[config.mk]
export PLATFORM = sky130hd
export DESIGN_NAME = latent_sample_ctrl
export DESIGN_NICKNAME = d
export VERILOG_FILES = /design/src/rtl/latent_sample_ctrl.sv
export SDC_FILE = /design/constraint.sdc
export NUM_CORES = 1
export LEC_CHECK = 0
export ABC_CLOCK_PERIOD_IN_PS = 11600
export CAP_MARGIN = 20
export CORE_MARGIN = 5
export CORE_UTILIZATION = 63
export CTS_CLUSTER_DIAMETER = 40
export CTS_CLUSTER_SIZE = 8
export DETAILED_ROUTE_END_ITERATION = 7
export PLACE_DENSITY = 0.83
export SLEW_MARGIN = 10
export SYNTH_ARGS = -nofsm -noshare
export SYNTH_HDL_FRONTEND = slang
export SYNTH_SLANG_ARGS = --single-unit
[constraint.sdc]
create_clock -name clk -period 11.6 [get_ports clk]
set_input_delay 2.32 -clock clk [delete_from_list [all_inputs] [get_ports clk]]
set_output_delay 2.32 -clock clk [all_outputs]
set_load 0.005 [all_outputs]
[src/rtl/latent_sample_ctrl.sv]
`default_nettype none
// ============================================================================
//  Module      : latent_sample_ctrl
//  Description : Latent-stage sequencer; computes z = mean + sd * eps per dim.
//  Revision    : 1.0  initial release
// ============================================================================
module latent_sample_ctrl #(
    parameter  int W     = 20,
    parameter  int FRAC  = 10,
    parameter  int N_LAT = 2,
    localparam int IW    = (N_LAT > 1) ? $clog2(N_LAT) : 1
) (
    input  logic          clk,
    input  logic          rst_n,
    input  logic          start,
    output logic          busy,
    output logic          done,
    input  logic          in_valid,
    output logic          in_ready,
    input  logic [W-1:0]  in_mean,
    input  logic [W-1:0]  in_var,
    output logic          eps_req,
    input  logic          eps_ack,
    input  logic [W-1:0]  eps_data,
    output logic          sd_req,
    output logic [W-1:0]  sd_var,
    input  logic          sd_ack,
    input  logic [W-1:0]  sd_data,
    output logic          out_valid,
    input  logic          out_ready,
    output logic [IW-1:0] out_idx,
    output logic [W-1:0]  out_z,
    output logic          sat
);

    typedef enum logic [2:0] {
        S_IDLE  = 3'd0,
        S_LOAD  = 3'd1,
        S_FETCH = 3'd2,
        S_MAC   = 3'd3,
        S_OUT   = 3'd4
    } state_t;

    localparam int SW = 2 * W + 1;
    localparam logic signed [SW-1:0] c_sum_max = {{(SW-W+1){1'b0}}, {(W-1){1'b1}}};
    localparam logic signed [SW-1:0] c_sum_min = {{(SW-W+1){1'b1}}, {(W-1){1'b0}}};
    localparam logic [W-1:0]         c_z_max   = {1'b0, {(W-1){1'b1}}};
    localparam logic [W-1:0]         c_z_min   = {1'b1, {(W-1){1'b0}}};
    localparam logic [IW-1:0]        c_last    = IW'(N_LAT - 1);

    state_t r_state;
    state_t w_state_nxt;

    logic [W-1:0]           r_mean;
    logic [W-1:0]           r_eps;
    logic [W-1:0]           r_sd;
    logic [2*W-1:0]         w_prod;
    logic signed [2*W-1:0]  w_q;
    logic signed [SW-1:0]   w_sum;
    logic [W-1:0]           w_z;
    logic                   w_sat;

    // Low 2W bits of the product of sign-extended operands equal the signed product.
    always_comb begin
        w_prod = {{W{r_sd[W-1]}}, r_sd} * {{W{r_eps[W-1]}}, r_eps};
        w_q    = $signed(w_prod) >>> FRAC;
        w_sum  = {{(SW-W){r_mean[W-1]}}, r_mean} + {w_q[2*W-1], w_q};
        w_z    = w_sum[W-1:0];
        w_sat  = 1'b0;
        if (w_sum > c_sum_max) begin
            w_z   = c_z_max;
            w_sat = 1'b1;
        end else if (w_sum < c_sum_min) begin
            w_z   = c_z_min;
            w_sat = 1'b1;
        end
    end

    always_comb begin
        w_state_nxt = r_state;
        in_ready    = 1'b0;
        case (r_state)
            S_IDLE:  if (start) w_state_nxt = S_LOAD;
            S_LOAD: begin
                in_ready = 1'b1;
                if (in_valid) w_state_nxt = S_FETCH;
            end
            // A request already low means its data was captured earlier.
            S_FETCH: if ((!eps_req || eps_ack) && (!sd_req || sd_ack)) w_state_nxt = S_MAC;
            S_MAC:   w_state_nxt = S_OUT;
            S_OUT:   if (out_ready) w_state_nxt = (out_idx == c_last) ? S_IDLE : S_LOAD;
            default: w_state_nxt = S_IDLE;
        endcase
    end

    always_ff @(posedge clk) begin
        if (!rst_n) begin
            r_state   <= S_IDLE;
            r_mean    <= '0;
            r_eps     <= '0;
            r_sd      <= '0;
            busy      <= 1'b0;
            done      <= 1'b0;
            eps_req   <= 1'b0;
            sd_req    <= 1'b0;
            sd_var    <= '0;
            out_valid <= 1'b0;
            out_idx   <= '0;
            out_z     <= '0;
            sat       <= 1'b0;
        end else begin
            r_state <= w_state_nxt;
            done    <= 1'b0;
            case (r_state)
                S_IDLE: begin
                    if (start) begin
                        busy    <= 1'b1;
                        sat     <= 1'b0;
                        out_idx <= '0;
                    end
                end
                S_LOAD: begin
                    if (in_valid) begin
                        r_mean  <= in_mean;
                        sd_var  <= in_var;
                        eps_req <= 1'b1;
                        sd_req  <= 1'b1;
                    end
                end
                S_FETCH: begin
                    if (eps_req && eps_ack) begin
                        r_eps   <= eps_data;
                        eps_req <= 1'b0;
                    end
                    if (sd_req && sd_ack) begin
                        r_sd   <= sd_data;
                        sd_req <= 1'b0;
                    end
                end
                S_MAC: begin
                    out_z     <= w_z;
                    sat       <= sat | w_sat;
                    out_valid <= 1'b1;
                end
                S_OUT: begin
                    if (out_ready) begin
                        out_valid <= 1'b0;
                        if (out_idx == c_last) begin
                            done <= 1'b1;
                            busy <= 1'b0;
                        end else begin
                            out_idx <= out_idx + IW'(1);
                        end
                    end
                end
                default: ;
            endcase
        end
    end

endmodule
`default_nettype wire

==> reports/metrics.csv, run 1 <==
metric,value,unit
grt_pass1_wl,89.2,mm
dp_hpwl,42.0,mm
synthMuxAreaShare,0.0477,%
ys_warn_count,0,
p_total,0.958,mW
max_freq,93.1,MHz
boundaryPins,135,
avgSynthCellArea,8.85,µm²
die_w,192,µm
grt_setup_unrepaired,no,
postSynth.asyncResetShare,0,%
fillers,2511,
max-slew-margin-rel,25.1,%
worstSkewPairLatency,0.38,ns
worst_case_clock_skew,0.00739,ns
worst_ir_drop_vdd,0.0000882,V
power.share.combinational,19.9,%
synth-compound-area-share,10.5,%
globalplace.congestion,0.948,
design.die.area,0.0370,mm²
report.final.slew_viol_count,0,
netlist_instances,2371,
synth_fp_nets,3014,
synth_simple_gate_area_share,17.6,%
hold_path.startpoint,sd_var[9],
timing.critical_path.from_type,flop,
synth_adder_area_share,48.2,%
timing.setup.critical_path_class,reg -> reg,
layout_cells_sized_above_1,2.37,%
post_cts_setup_buffer_count,0,
leakage,11.1,nW
finalCriticalPeriod,10.74,ns
number_of_antenna_violations_at_the_first_check_in_global_routing,2,
final_routed_drc_violation_total,0,
min_path_cells,2,
core.rowCount,66,
largest_family_of_logic_cells_by_synthesized_area,adder cells,
ys_types,76,
gr-usage-met2,50.4,%
average_routed_wire_per_standard_cell,18.7,µm
yosys_most_used_dff,dfxtp_1,
seq_power_share,43.9,%
final-hold-violation-count,0,
cts.hold.buffers_added,0,
timing.max_cap.violations,0,
drt_pass1_iterations,6,
timing.critical_path.arrival,11.03,ns
finish.utilization,69.5,%
power_density,42.2,mW/mm²
critical_path.max_fanout,21,
worst_r2r_startpoint,r_sd[8],
timing.critical_path.slowest_cell_delay,1.06,ns
worst_reg_to_reg_setup_slack,0.86,ns
drt_initial_violations,1277,
clk_pin_slew,0.08,ns
p_int,0.667,mW
htreeDepth,3,
transition_time_at_the_pin_with_the_least_slew_margin,1.12,ns
grt_util_met1,40.9,%
critical_path_required,11.89,ns
place_area,0.0224,mm²
dp_cells,2829,
drt.antenna.violating_nets,0,
mostFrequentLayoutCells,"inv_1 (448), fa_1 (420), nand2_1 (346), and2_1 (236), ha_1 (136)",
synthToLayoutAreaGrowth,8.37,%
portBuffers,134,
worstHoldPathType,reg -> reg,
grt_max_degree,112,
die_y,192,µm
timing.reg2reg.worst_path_depth,35,
cts.sinks,110,
globalRouteMet3Util,5.14,%
critical-path-slowest-cell,dfxtp_1,
cts-root-buf,clkbuf_16,
detail_route.wirelength,53.2,mm
routed-via-count,16100,
finalNonFillerCells,2848,
timing.setup.tns,0,ns
grt_overflow_total,0,
post_synth_edffs,0,
net_sw_power,0.291,mW
finalInstanceArea,0.0227,mm²
clockPowerShare,36.2,%
floorplan.core_area,0.0327,mm²
setup_violations,0,
path_common_cell,fa_1,
synth.cell_area,0.0210,mm²
ctsLongestPathBuffers,2,
outcome,"complete, no violations",
tritoncts.num_buffers,9,
number_of_global_route_vias_before_repair,17400,
total_routing_usage_gr,30.4,%
mostFrequentLayoutCell,inv_1,
initial_core_util,64.1,%
synth-xor-area-share,2.59,%
cts_tree,done,
power.share.switching,30.4,%
final_min_period_over_clock_period,92.6,%
crit-reg2reg-capture,out_z[10],
postSynthRegisterBits,110,
layout.nets,3042,
hold_end,sd_var[9],
viasPerCell,5.67,
cp-end-kind,flop,
grt-busiest-layer,met2,
sequential_cell_area_fraction_in_the_yosys_report,10.5,%
post_cts.resized_instances,0,
[worst max-delay path, delay by kind of cell, from the launching register on]
family	cells	cell delay, ns
AO/OA/AOI/OAI	15	3.26
adder cells (fa/ha/maj)	9	4.19
buffers and inverters	6	0.33
flip-flops	1	1.06
AND/OR/NAND/NOR	4	1.64
XOR/XNOR	1	0.11
[worst max-delay path by stage]
stage	startpoint	to	depth (start not counted)
6_report	r_sd[8]	out_z[10]	35
5_1_grt	r_sd[8]	out_z[10]	35
4_1_cts	r_sd[8]	out_z[10]	35
3_5_place_dp	r_sd[8]	out_z[10]	35
3_3_place_gp	r_sd[10]	out_z[2]	35
2_1_floorplan	r_eps[3]	out_z[1]	37
[state kept, by name, indices dropped and copies added (netlist names)]
signal	count
sd_var	20
r_sd	20
sat	1
r_eps	20
busy	1
out_idx	1
r_mean	20
out_z	20
sd_req	1
r_state	3
eps_req	1
done	1
out_valid	1
[cell usage after synthesis (all sizes together) (2+ instances only)]
cell / instances / area share [%]
xnor2: 46 / 1.9
o31ai: 2 / 0.072
buf: 6 / 0.18
o22ai: 7 / 0.24
clkbuf: 117 / 2.3
and3: 10 / 0.30
o221ai: 2 / 0.084
and2: 236 / 7.0
nand4: 13 / 0.45
o21a: 9 / 0.32
a41oi: 2 / 0.084
nor3: 13 / 0.36
nand2: 346 / 6.2
o211a: 2 / 0.095
o41ai: 2 / 0.084
o32ai: 2 / 0.084
a21o: 32 / 1.2
a21boi: 85 / 3.1
a2111oi: 2 / 0.084
nand3b: 2 / 0.072
inv: 448 / 8.0
nor2b: 16 / 0.48
nor4b: 3 / 0.13
o211ai: 9 / 0.35
a211o: 3 / 0.14
o21ai: 61 / 1.5
dfxtp: 110 / 10
and4: 3 / 0.13
xor2: 16 / 0.67
a31o: 2 / 0.084
a31oi: 6 / 0.18
o21bai: 4 / 0.14
nor3b: 3 / 0.11
a211oi: 8 / 0.31
nor2: 57 / 1.0
nand2b: 17 / 0.51
ha: 136 / 8.1
a21oi: 75 / 2.0
fa: 420 / 40
or3: 5 / 0.15
nand3: 17 / 0.41
nor4: 2 / 0.16
[metrics by stage]
stage / setup WS, ns / hold WS, ns
5_1_grt: 0.348 / 0.498
6_report: 0.859 / 0.467
2_1_floorplan: 2.76 / 0.448
3_3_place_gp: 1.30 / 0.452
4_1_cts: 0.997 / 0.470
3_5_place_dp: 1.10 / 0.458
[final cells by class]
type                       instances  area (µm²)  share of cell area [%]
tap                              442         553                    2.43
antenna                            2        5.00                  0.0220
timing repair buffer             140        1390                    6.11
clock inverter                     7         101                   0.446
inverter                         448        1680                    7.40
multi-input combinational       1690       16600                    72.9
sequential                       110        2200                    9.69
clock buffer                       9         225                   0.991
[cell families after synthesis]
logic type / Yosys count
XOR/XNOR: 62
flip-flops: 110
AND/OR/NAND/NOR: 746
multiplexers: 1
AO/OA/AOI/OAI: 325
adder cells (fa/ha/maj): 556
buffers and inverters: 571
[layer usage]
metal / routed length, µm / part of all wire, % / up-vias
li1: - / - / 7283
met1: 21600 / 41 / 8097
met2: 25700 / 48 / 630
met3: 3980 / 7.5 / 126
met4: 1870 / 3.5 / 0
met5: 0 / 0 / -
[power by group through the flow]
stage | Combinational [mW] | Clock, mW | Sequential (mW)
floorplan | 0.112 | 0 | 0.418
global placement | 0.185 | 0 | 0.428
global route | 0.208 | 0.364 | 0.424
finish | 0.190 | 0.347 | 0.421
detailed placement | 0.188 | 0 | 0.429
CTS | 0.189 | 0.351 | 0.420
Note: power is estimated with default switching activity, not from simulation.
==> run 2: changes to the inputs <==
Settings changed: SKIP_CTS_REPAIR_TIMING set to 1.
==> results of run 2 <==
The final DEF is identical to that of run 1; final timing and power are the same.
==> run 3: changes to the inputs <==
Settings changed: SLEW_MARGIN 10 to not set.
==> results of run 3 <==
The final DEF is identical to that of run 1; final timing and power are the same.
